**src/rtl/rgb_frame_monitor.sv**
```systemverilog
// Pixel-stream monitor that tracks the x/y position of accepted RGB pixels and flags framing errors.
// Optional per-frame checksum is built when RGB_FRAME_MONITOR_CHECKSUM_EN is defined.
module rgb_frame_monitor #(
    parameter int unsigned H_ACTIVE   = 1920,
    parameter int unsigned V_ACTIVE   = 1080,
    parameter int unsigned DATA_WIDTH = 8,
    parameter int unsigned FCNT_WIDTH = 16,
    localparam int unsigned XW = (H_ACTIVE > 1) ? $clog2(H_ACTIVE) : 1,
    localparam int unsigned YW = (V_ACTIVE > 1) ? $clog2(V_ACTIVE) : 1
) (
    input  logic                  pixclk,
    input  logic                  reset,
    input  logic                  iValid,
    input  logic                  iSof,
    input  logic                  iEol,
    input  logic [DATA_WIDTH-1:0] iRed,
    input  logic [DATA_WIDTH-1:0] iGreen,
    input  logic [DATA_WIDTH-1:0] iBlue,
    input  logic                  clear_err,
    output logic [XW-1:0]         x_coord,
    output logic [YW-1:0]         y_coord,
    output logic [1:0]            state,
    output logic                  frame_done,
    output logic [FCNT_WIDTH-1:0] frame_count,
    output logic [31:0]           checksum,
    output logic                  err_short_line,
    output logic                  err_long_line,
    output logic                  err_early_sof,
    output logic                  err_extra_pixel
);

    typedef enum logic [1:0] {
        ST_IDLE   = 2'd0,
        ST_ACTIVE = 2'd1,
        ST_DONE   = 2'd2
    } state_t;

    localparam logic [XW-1:0] X_LAST = XW'(H_ACTIVE - 1);
    localparam logic [YW-1:0] Y_LAST = YW'(V_ACTIVE - 1);

    state_t                  state_q;
    state_t                  state_d;
    logic [XW-1:0]           x_d;
    logic [YW-1:0]           y_d;
    logic                    done_d;
    logic [FCNT_WIDTH-1:0]   fcnt_d;
    logic                    short_d;
    logic                    long_d;
    logic                    sof_err_d;
    logic                    extra_d;

    logic                    accept_c;
    logic                    extra_c;
    logic                    early_sof_c;
    logic [XW-1:0]           pos_x_c;
    logic [YW-1:0]           pos_y_c;
    logic                    at_last_x_c;
    logic                    line_end_c;
    logic                    short_c;
    logic                    long_c;
    logic                    complete_c;

    // Classify the sampled pixel; a SOF pixel is evaluated at (0,0)
    always_comb begin
        accept_c    = iValid && (iSof || (state_q == ST_ACTIVE));
        extra_c     = iValid && !iSof && (state_q == ST_DONE);
        early_sof_c = iValid && iSof && (state_q == ST_ACTIVE);
        pos_x_c     = iSof ? '0 : x_coord;
        pos_y_c     = iSof ? '0 : y_coord;
        at_last_x_c = (pos_x_c == X_LAST);
        line_end_c  = accept_c && (iEol || at_last_x_c);
        short_c     = accept_c && iEol && !at_last_x_c;
        long_c      = accept_c && !iEol && at_last_x_c;
        complete_c  = line_end_c && (pos_y_c == Y_LAST);
    end

    // State register
    always_ff @(posedge pixclk or negedge reset) begin
        if (!reset) begin
            state_q <= ST_IDLE;
        end else begin
            state_q <= state_d;
        end
    end

    // Next-state logic
    always_comb begin
        state_d = state_q;
        if (complete_c) begin
            state_d = ST_DONE;
        end else if (accept_c) begin
            state_d = ST_ACTIVE;
        end
    end

    // Next values of coordinates, counters and sticky flags
    always_comb begin
        x_d       = x_coord;
        y_d       = y_coord;
        done_d    = 1'b0;
        fcnt_d    = frame_count;
        short_d   = short_c     | (err_short_line  & ~clear_err);
        long_d    = long_c      | (err_long_line   & ~clear_err);
        sof_err_d = early_sof_c | (err_early_sof   & ~clear_err);
        extra_d   = extra_c     | (err_extra_pixel & ~clear_err);
        if (accept_c) begin
            if (line_end_c) begin
                x_d = '0;
                y_d = complete_c ? '0 : (pos_y_c + YW'(1));
            end else begin
                x_d = pos_x_c + XW'(1);
                y_d = pos_y_c;
            end
        end
        if (complete_c) begin
            done_d = 1'b1;
            fcnt_d = frame_count + FCNT_WIDTH'(1);
        end
    end

    always_ff @(posedge pixclk or negedge reset) begin
        if (!reset) begin
            x_coord         <= '0;
            y_coord         <= '0;
            frame_done      <= 1'b0;
            frame_count     <= '0;
            err_short_line  <= 1'b0;
            err_long_line   <= 1'b0;
            err_early_sof   <= 1'b0;
            err_extra_pixel <= 1'b0;
        end else begin
            x_coord         <= x_d;
            y_coord         <= y_d;
            frame_done      <= done_d;
            frame_count     <= fcnt_d;
            err_short_line  <= short_d;
            err_long_line   <= long_d;
            err_early_sof   <= sof_err_d;
            err_extra_pixel <= extra_d;
        end
    end

    assign state = state_q;

`ifdef RGB_FRAME_MONITOR_CHECKSUM_EN
    logic [31:0] pix_c;
    logic [31:0] acc_q;
    logic [31:0] acc_d;
    logic [31:0] sum_d;

    // Running sum restarts on every accepted SOF; total latches on completion
    always_comb begin
        pix_c = 32'({iRed, iGreen, iBlue});
        acc_d = acc_q;
        sum_d = checksum;
        if (accept_c) begin
            acc_d = iSof ? pix_c : (acc_q + pix_c);
        end
        if (complete_c) begin
            sum_d = acc_d;
        end
    end

    always_ff @(posedge pixclk or negedge reset) begin
        if (!reset) begin
            acc_q    <= '0;
            checksum <= '0;
        end else begin
            acc_q    <= acc_d;
            checksum <= sum_d;
        end
    end
`else
    logic unused_pixel_data;
    assign unused_pixel_data = ^{iRed, iGreen, iBlue};
    assign checksum          = '0;
`endif

endmodule

```
**config.mk**
```make
export PLATFORM = sky130hd
export DESIGN_NAME = rgb_frame_monitor
export DESIGN_NICKNAME = d
export VERILOG_FILES = /design/src/rtl/rgb_frame_monitor.sv
export SDC_FILE = /design/constraint.sdc
export NUM_CORES = 1
export LEC_CHECK = 0
export ABC_AREA = 1
export CAP_MARGIN = 5
export CORE_MARGIN = 10
export CORE_UTILIZATION = 45
export DETAILED_ROUTE_END_ITERATION = 16
export DONT_BUFFER_PORTS = 1
export GPL_ROUTABILITY_DRIVEN = 0
export SLEW_MARGIN = 20
export SYNTH_ARGS = -nofsm -noshare
export SYNTH_HDL_FRONTEND = slang
export SYNTH_SLANG_ARGS = --single-unit
```
**constraint.sdc**
```tcl
create_clock -name pixclk -period 4 [get_ports pixclk]
set_clock_uncertainty 0.15 [all_clocks]
set_input_delay 0.2 -clock pixclk [delete_from_list [all_inputs] [get_ports pixclk]]
set_output_delay 0.2 -clock pixclk [all_outputs]
set_load 0.1 [all_outputs]
```
==> reports/metrics.csv, run 1 <==
stage;metric;value;unit
status;status;finished, final reports clean;
critical_path;crit_start;x_coord[0];
critical_path;critPathMostFrequentCell;nand2_2;
critical_path;critPathCaptureType;register;
synthesis;synthTopCellsByCount;nand2_1, nand3_1, dfrtp_1;
critical_path;cp_num_buf_inv;2;
route;ant_nets;0;
final_layout;utilization;0.504;
global_route;antenna_found_initial;0;
synthesis;syn_inst;426;
global_route;grt_max_degree;46;
critical_path;rr_endpoint;frame_count[5];
timing;slew_headroom;0.326;
pwr;peakVddDrop;0.000116;V
die;core;0.00672;sq mm
critical_path;worstSetupStartpointType;register;
pwr;cellPowerDensity;304;mW/mm^2
pwr;p_clk_frac;0.300;
timing;rsz0062_at_grt;false;
global_route;gr-total-overflow;0;
pwr;swShare;0.393;
timing;max_freq;343;MHz
critical_path;r2r-start;x_coord[0];
critical_path;rr_worst_depth;11;
critical_path;slowest_stage;nand2_2;
clocking;clockBufferDepth;2;
route;drc;0;
min_path;hold_path.class;input port to register;
critical_path;crit_fanout;30;
route;viasPerCell;4.95;
synthesis;synth_area;0.00306;sq mm
route;first_iter_violations;121;
critical_path;arrival;2960;ps
synthesis;ys_top_cells_by_area;dfrtp_1, nand2_1, buf_4;
pwr;p_seq_frac;0.465;
critical_path;path_depth;11;
timing;setup_ws;1080;ps
synthesis;yosys.area.top_type;dfrtp_1;
route;via_count;2689;
route;wl_per_cell;14.6;um
final_layout;n_antenna_cell;0;
timing;fin_crit;2920;ps
final_layout;fill_cells;666;
synthesis;ys.flop_type;dfrtp_1;
critical_path;reg2reg_slack;1080;ps
die;io_pins;107;
placement;numPortBuffers;0;
timing;worstMarginPinSlew;1010;ps
timing;finalMaxSlewViolations;0;
pwr;p_leak;1.72;nW
critical_path;critPathMaxStageDelay;490;ps
synthesis;yosys_warnings;0;
clocking;cts_tree;yes;
critical_path;critPathKind;register to register;
die;start_util;0.456;
global_route;grt_usage;0.153;
die;dieWidth;103;um
job;cap_violations;0;
synthesis;yosysMostFrequentCell;nand2_1;
synthesis;synth_top_area_share;0.367;
synthesis;synth_seq_cells;45;
clocking;cts_root_buf;clkbuf_8;
placement;pre_cts_slack;1090;ps
final_layout;layout-drive-gt1-share;0.125;
clocking;cts_resized;0;
synthesis;syn_area_per_cell;7.19;sq um
synthesis;synth_edf_count;0;
route;wl;7910;um
timing;post-route-period-util;0.730;
timing;fin_tns_setup;0;ps
pwr;intPower;0.625;mW
timing;setup_viol;0;
clocking;cts_sinks;45;
pwr;p_switching;0.404;mW
pwr;pwr-share-comb;0.235;
final_layout;fin_nets;495;
route;drt_pass1_iterations;4;
die;num_rows;30;
critical_path;cpLargestDelayFamily;simple AND/OR/NAND/NOR gates;
die;die_h;103;um
critical_path;crit_chain;buf_4 -> inv_1 -> nor2_1 -> ha_1 -> nand4_2 -> nor2_4 -> nand3_4 -> nand2_2 -> nand2_2 -> nand2_1 -> o21ai_0;
synthesis;async_flop_share;1.00;
global_route;grt_first_pass_wirelength;13000;um
clocking;insertion_delay;310;ps
final_layout;area_growth_syn_to_layout;10.6;%
min_path;min_from;iSof;
clocking;numCtsBuffers;5;
critical_path;worstSetupEndpoint;frame_count[5];
placement;place_hpwl;5690;um
critical_path;critPathRequiredTime;4040;ps
clocking;htree_levels;2;
die;dieArea;0.0105;sq mm
timing;finalHoldViolCount;0;
synthesis;synth.distinct_cells;31;
synthesis;seq_area_frac_synth;0.367;
global_route;grt_pass1_vias;2543;
clocking;clk_pin_slew_worst_paths;90;ps
-- sequential cells by signal (all words and copies together), names as in the netlist --
| register | count |
|---|---|
| err_early_sof | 1 |
| err_extra_pixel | 1 |
| err_long_line | 1 |
| err_short_line | 1 |
| frame_count | 16 |
| frame_done | 1 |
| state | 2 |
| x_coord | 11 |
| y_coord | 11 |
-- worst min-delay path by stage --
stage / to / slack [ps] / cells after the start
after detailed placement: state[0] / -240 / 0
after floorplan: err_early_sof / -250 / 0
final: y_coord[3] / 30 / 4
after global routing: x_coord[7] / 40 / 3
after CTS: y_coord[3] / 20 / 4
after global placement: frame_done / -240 / 0
-- tightest hold or removal path: cells and delay by family --
family	cells	cell delay (ps)
AND/OR/NAND/NOR	4	250
-- power groups by stage --
stage	Clock, mW	Sequential, mW	Combinational [mW]
6_report	0.309	0.478	0.242
5_1_grt	0.338	0.479	0.254
4_1_cts	0.322	0.478	0.241
3_5_place_dp	0	0.487	0.220
3_3_place_gp	0	0.487	0.219
2_1_floorplan	0	0.524	0.194
-- final cells by class --
class                      count  area, sq um  share of cell area
sequential                    45         1130               0.332
clock buffer                   6         82.6              0.0244
tap                           80          100              0.0295
multi-input combinational    328         1570               0.463
inverter                      42          159              0.0469
clock inverter                 2         13.8             0.00406
timing repair buffer          40          338              0.0997
-- metal layers --
metal | track usage | routed length, um | share of wire
met5 | 0 | 0 | 0
met1 | 0.191 | 3380 | 0.43
met4 | 0.0390 | 89 | 0.011
met3 | 0.0442 | 692 | 0.087
met2 | 0.254 | 3750 | 0.47
-- cell usage in the layout (no fill, tap or decap) --
master / netlist / final
nand2_1: 133 / 133
nand3_1: 50 / 50
dfrtp_1: 45 / 45
inv_1: 38 / 38
nor2_1: 33 / 33
conb_1: 1 / 32
buf_4: 35 / 32
o21ai_0: 14 / 14
xor2_1: 12 / 12
nor3_1: 10 / 10
xnor2_1: 8 / 8
dlygate4sd3_1: 0 / 7
o21ai_1: 6 / 6
clkbuf_8: 0 / 6
nand4_1: 5 / 5
o22ai_1: 5 / 5
nand3_2: 3 / 3
nand2_2: 3 / 3
nor2_2: 3 / 3
ha_1: 3 / 3
inv_2: 2 / 2
clkinv_2: 1 / 2
nand4_2: 1 / 1
nor2_4: 1 / 1
nand3_4: 1 / 1
nand2_4: 1 / 1
o32ai_1: 1 / 1
a21oi_1: 1 / 1
nand3b_1: 1 / 1
clkinv_1: 1 / 1
a21oi_2: 1 / 1
clkinv_4: 0 / 1
buf_16: 0 / 1
-- what timing repair did --
item / in CTS / in global routing
setup buffers: 0 / 0
hold buffers: 8 / 0
hold endpoints to repair: 53 / 0
-- kinds of logic after synthesis --
logic type,Yosys count,share of synthesized area
AO/OA/AOI/OAI,28,0.0502
XOR/XNOR,20,0.0572
adder cells (fa/ha/maj),3,0.0123
buffers and inverters,84,0.158
flip-flops,45,0.367
other,1,0.00122
AND/OR/NAND/NOR,245,0.353
-- per-stage QoR --
| step | hold slack (ps) | area (sq um) | instances | total power [mW] |
|---|---|---|---|---|
| CTS | 20.3 | 3390 | 543 | 1.04 |
| global route | 35.8 | 3390 | 543 | 1.07 |
| detailed placement | -243 | 3190 | 527 | 0.708 |
| finish | 34.6 | 3390 | 543 | 1.03 |
| global placement | -243 | 3190 | 527 | 0.706 |
| floorplan | -246 | 3180 | 457 | 0.718 |
Power figures use the tool's default switching activity.
==> inputs of run 2 (changes only) <==
--- a/config.mk
+++ b/config.mk
@@ -5,7 +5,7 @@
 export SDC_FILE = /design/constraint.sdc
 export NUM_CORES = 1
 export LEC_CHECK = 0
-export ABC_AREA = 1
+export ABC_AREA = 0
 export CAP_MARGIN = 5
 export CORE_MARGIN = 10
 export CORE_UTILIZATION = 45
==> constraint.sdc (replaced) <==
create_clock -name pixclk -period 2.9 [get_ports pixclk]
set_clock_uncertainty 0.15 [all_clocks]
set_input_delay 0.145 -clock pixclk [delete_from_list [all_inputs] [get_ports pixclk]]
set_output_delay 0.145 -clock pixclk [all_outputs]
set_load 0.1 [all_outputs]
==> run 2 against run 1 <==
Net effect:
- worst hold slack improved by 1.7 ps
- synthesized cell count is 33% lower
- combinational power grew 73%
- routed wire length is 15% lower
- cell count shrank 22%
- global-route usage decreased by 1.1 points
- clock power grew 51%
- setup slack worse by 960 ps
- highest routed layer unchanged
==> reports/metrics.csv, run 2 <==
stage;metric;value;unit;change
synthesis;ys.flop_type;dfrtp_1;;unchanged
clocking;numCtsBuffers;5;;unchanged
clocking;cts_root_buf;clkbuf_8;;unchanged
synthesis;synth.distinct_cells;47;;was 31
pwr;finalPower;1.56;mW;was 1.03 mW
critical_path;slowest_stage;dlygate4sd3_1;;was nand2_2
placement;place_hpwl;4770;um;was 5690 um
critical_path;crit_chain;nor2b_1 -> ha_1 -> nand3_2 -> o41ai_4 -> buf_6 -> o21a_1 -> o21ai_1 -> dlygate4sd3_1 -> a22o_1;;was buf_4 -> inv_1 -> nor2_1 -> ha_1 -> nand4_2 -> nor2_4 -> nand3_4 -> nand2_2 -> nand2_2 -> nand2_1 -> o21ai_0
global_route;gr-usage-met1;0.170;;was 0.191
final_layout;layout-drive-gt1-share;0.193;;was 0.125
timing;post-route-period-util;0.959;;was 0.730
synthesis;async_flop_share;1.00;;unchanged
min_path;hold_path.class;input port to register;;unchanged
final_layout;final_cell_mix;buf_4, dfrtp_1, conb_1, o21ai_0, nand2_1;;was nand2_1, nand3_1, dfrtp_1, inv_1, nor2_1
placement;pre_cts_slack;296;ps;was 1090 ps
global_route;grt_usage;0.142;;was 0.153
clocking;clockBufferDepth;2;;unchanged
critical_path;crit_fanout;13;;was 30
timing;max_freq;360;MHz;was 343 MHz
route;via_count;2197;;was 2689
synthesis;syn_area_per_cell;9.24;sq um;was 7.19 sq um
final_layout;utilization;0.582;;was 0.504
die;start_util;0.469;;was 0.456
pwr;p_leak;1.55;nW;was 1.72 nW
route;first_iter_violations;133;;was 121
final_layout;largest_reg_flops;16;;unchanged
die;num_rows;27;;was 30
global_route;use_met3;0.0517;;was 0.0442
synthesis;syn_inst;285;;was 426
final_layout;fin_nets;385;;was 495
route;ant_nets;0;;unchanged
critical_path;critPathMaxStageDelay;590;ps;was 490 ps
global_route;gr-total-overflow;0;;unchanged
die;die_h;96.5;um;was 103 um
timing;worstMarginPinSlew;906;ps;was 1010 ps
synthesis;synth_area;0.00263;sq mm;was 0.00306 sq mm
synthesis;yosys.area.top_type;dfrtp_1;;unchanged
synthesis;synth_compound_area_frac;0.147;;was 0.0502
critical_path;worstSetupStartpointType;register;;unchanged
timing;whs;36.3;ps;was 34.6 ps
synthesis;yosys.area_share.simple;0.217;;was 0.353
final_layout;regMostFlops;frame_count;;unchanged
critical_path;critPathCaptureType;register;;unchanged
clocking;insertion_delay;300;ps;was 310 ps
synthesis;synthAdderAreaFrac;0.0143;;was 0.0122
final_layout;area_growth_syn_to_layout;24.0;%;was 10.6%
synthesis;yosys_warnings;0;;unchanged
route;wl;6710;um;was 7910 um
placement;numPortBuffers;0;;unchanged
global_route;grt_first_pass_wirelength;10700;um;was 13000 um
timing;rsz0062_at_grt;false;;unchanged
global_route;busiest_layer;met2;;unchanged
placement;place_inst;391;;was 527
timing;setup_viol;0;;unchanged
clocking;clk_pin_slew_worst_paths;90;ps;about the same
timing;setup_ws;120;ps;was 1080 ps
die;dieArea;0.00931;sq mm;was 0.0105 sq mm
critical_path;critPathKind;register to register;;unchanged
synthesis;synth_seq_cells;45;;unchanged
synthesis;synth_top_family_by_area;simple AND/OR/NAND/NOR gates;;unchanged
status;status;finished, final reports clean;;unchanged
synthesis;ys_top_cells_by_area;dfrtp_1, buf_4, o21ai_0;;was dfrtp_1, nand2_1, buf_4
final_layout;largest_registers;frame_count (16), x_coord (11), y_coord (11);;unchanged
timing;slew_headroom;0.396;;was 0.326
clocking;htree_levels;2;;unchanged
global_route;grt_use_met2;0.240;;was 0.254
synthesis;synth_top_area_share;0.428;;was 0.367
final_layout;layout.cells.most_common;buf_4;;was nand2_1
synthesis;synth_edf_count;0;;unchanged
route;viasPerCell;5.18;;was 4.95
timing;finalMaxSlewViolations;0;;unchanged
job;cap_violations;0;;unchanged
route;drt_pass1_iterations;4;;unchanged
critical_path;arrival;2820;ps;was 2960 ps
global_route;grt_max_degree;46;;unchanged
timing;finalHoldViolCount;0;;unchanged
synthesis;synthTopCellsByCount;dfrtp_1, buf_4, nand2_1, o21ai_0, inv_1;;was nand2_1, nand3_1, dfrtp_1
clocking;cts_tree;yes;;unchanged
synthesis;seq_area_frac_synth;0.428;;was 0.367
critical_path;critPathRequiredTime;2940;ps;was 4040 ps
synthesis;synth_mux_area_frac;0.00428;;was 0
critical_path;reg2reg_slack;120;ps;was 1080 ps
route;drc;0;;unchanged
timing;fin_tns_setup;0;ps;unchanged
timing;fin_crit;2780;ps;was 2920 ps
pwr;peakVddDrop;0.000273;V;was 0.000116 V
pwr;cellPowerDensity;477;mW/mm^2;was 304 mW/mm^2
synthesis;yosysMostFrequentCell;dfrtp_1;;was nand2_1
final_layout;n_antenna_cell;0;;unchanged
die;io_pins;107;;unchanged
clocking;cts_sinks;45;;unchanged
synthesis;synth-xor-area-share;0.0532;;was 0.0572
final_layout;stdcell_count;424;;was 543
route;wl_per_cell;15.8;um;was 14.6 um
placement;post_dp_cell_area;0.00289;sq mm;was 0.00319 sq mm
global_route;grt_pass1_vias;2162;;was 2543
final_layout;final_area;0.00327;sq mm;was 0.00339 sq mm
die;core;0.00561;sq mm;was 0.00672 sq mm
die;dieWidth;96.5;um;was 103 um
global_route;antenna_found_initial;0;;unchanged
-- run 2: cell types whose count changed in the layout (fill, tap and decap cells not counted), sizes merged, moves of 4 or more --
cell,previous run,this run
nand3,54,13
buf,33,50
o31ai,0,6
nand2,137,22
o21ai,20,25
nand3b,1,5
nor2,37,12
nor4,0,8
inv,40,18
nor2b,0,6
dlygate4sd3,7,21
a21oi,2,9
-- run 2: layout make-up --
class	instances	area, sq um
fillers	531	2340
multi-input cells	211	1270
flip-flops and latches	45	1130
repair buffers	71	609
well taps	72	90.1
clock buffers	5	68.8
inverters	18	67.6
clock inverters	2	35.0
-- run 2: worst paths after layout --
kind                                 start         endpoint  depth (start not counted)
setup / recovery                x_coord[0]       y_coord[5]                          9
hold / removal                        iSof       y_coord[0]                          3
setup reg to reg                x_coord[0]       y_coord[5]                          9
hold reg to reg            frame_count[15]  frame_count[15]                          1
max in group asynchronous            reset      y_coord[10]                          2
min in group asynchronous            reset       x_coord[9]                          2
-- run 2: critical path: cells and delay by family, from the launching register on --
family | cells | cell delay, ps
DFF | 1 | 360
and+or+nand+nor | 2 | 360
buffers and inverters | 2 | 790
AOI/OAI and AO/OA | 4 | 780
adders and majority gates | 1 | 240
-- run 2: kinds of logic after synthesis --
kind of cell / count (synthesis)
AO/OA/AOI/OAI: 59
other: 1
adder cells (fa/ha/maj): 3
AND/OR/NAND/NOR: 100
XOR/XNOR: 16
buffers and inverters: 60
flip-flops: 45
multiplexers: 1
-- run 2: timing repair --
action	4_1_cts	5_1_grt
gates resized for setup	0	1
endpoints found under the setup margin	0	2
buffers inserted	0	4
hold buffers	22	0
hold endpoints to repair	67	0
-- run 2: power breakdown --
| group | internal, mW | switching, mW |
|---|---|---|
| Combinational | 0.0699 | 0.348 |
| Sequential | 0.641 | 0.0312 |
| Clock | 0.251 | 0.217 |
| Total | 0.962 | 0.596 |
-- run 2: metal layers --
metal	wire length, um	vias up
met2	3280	63
met1	2710	1053
met3	659	5
met4	53	0
li1	-	1076
met5	0	-
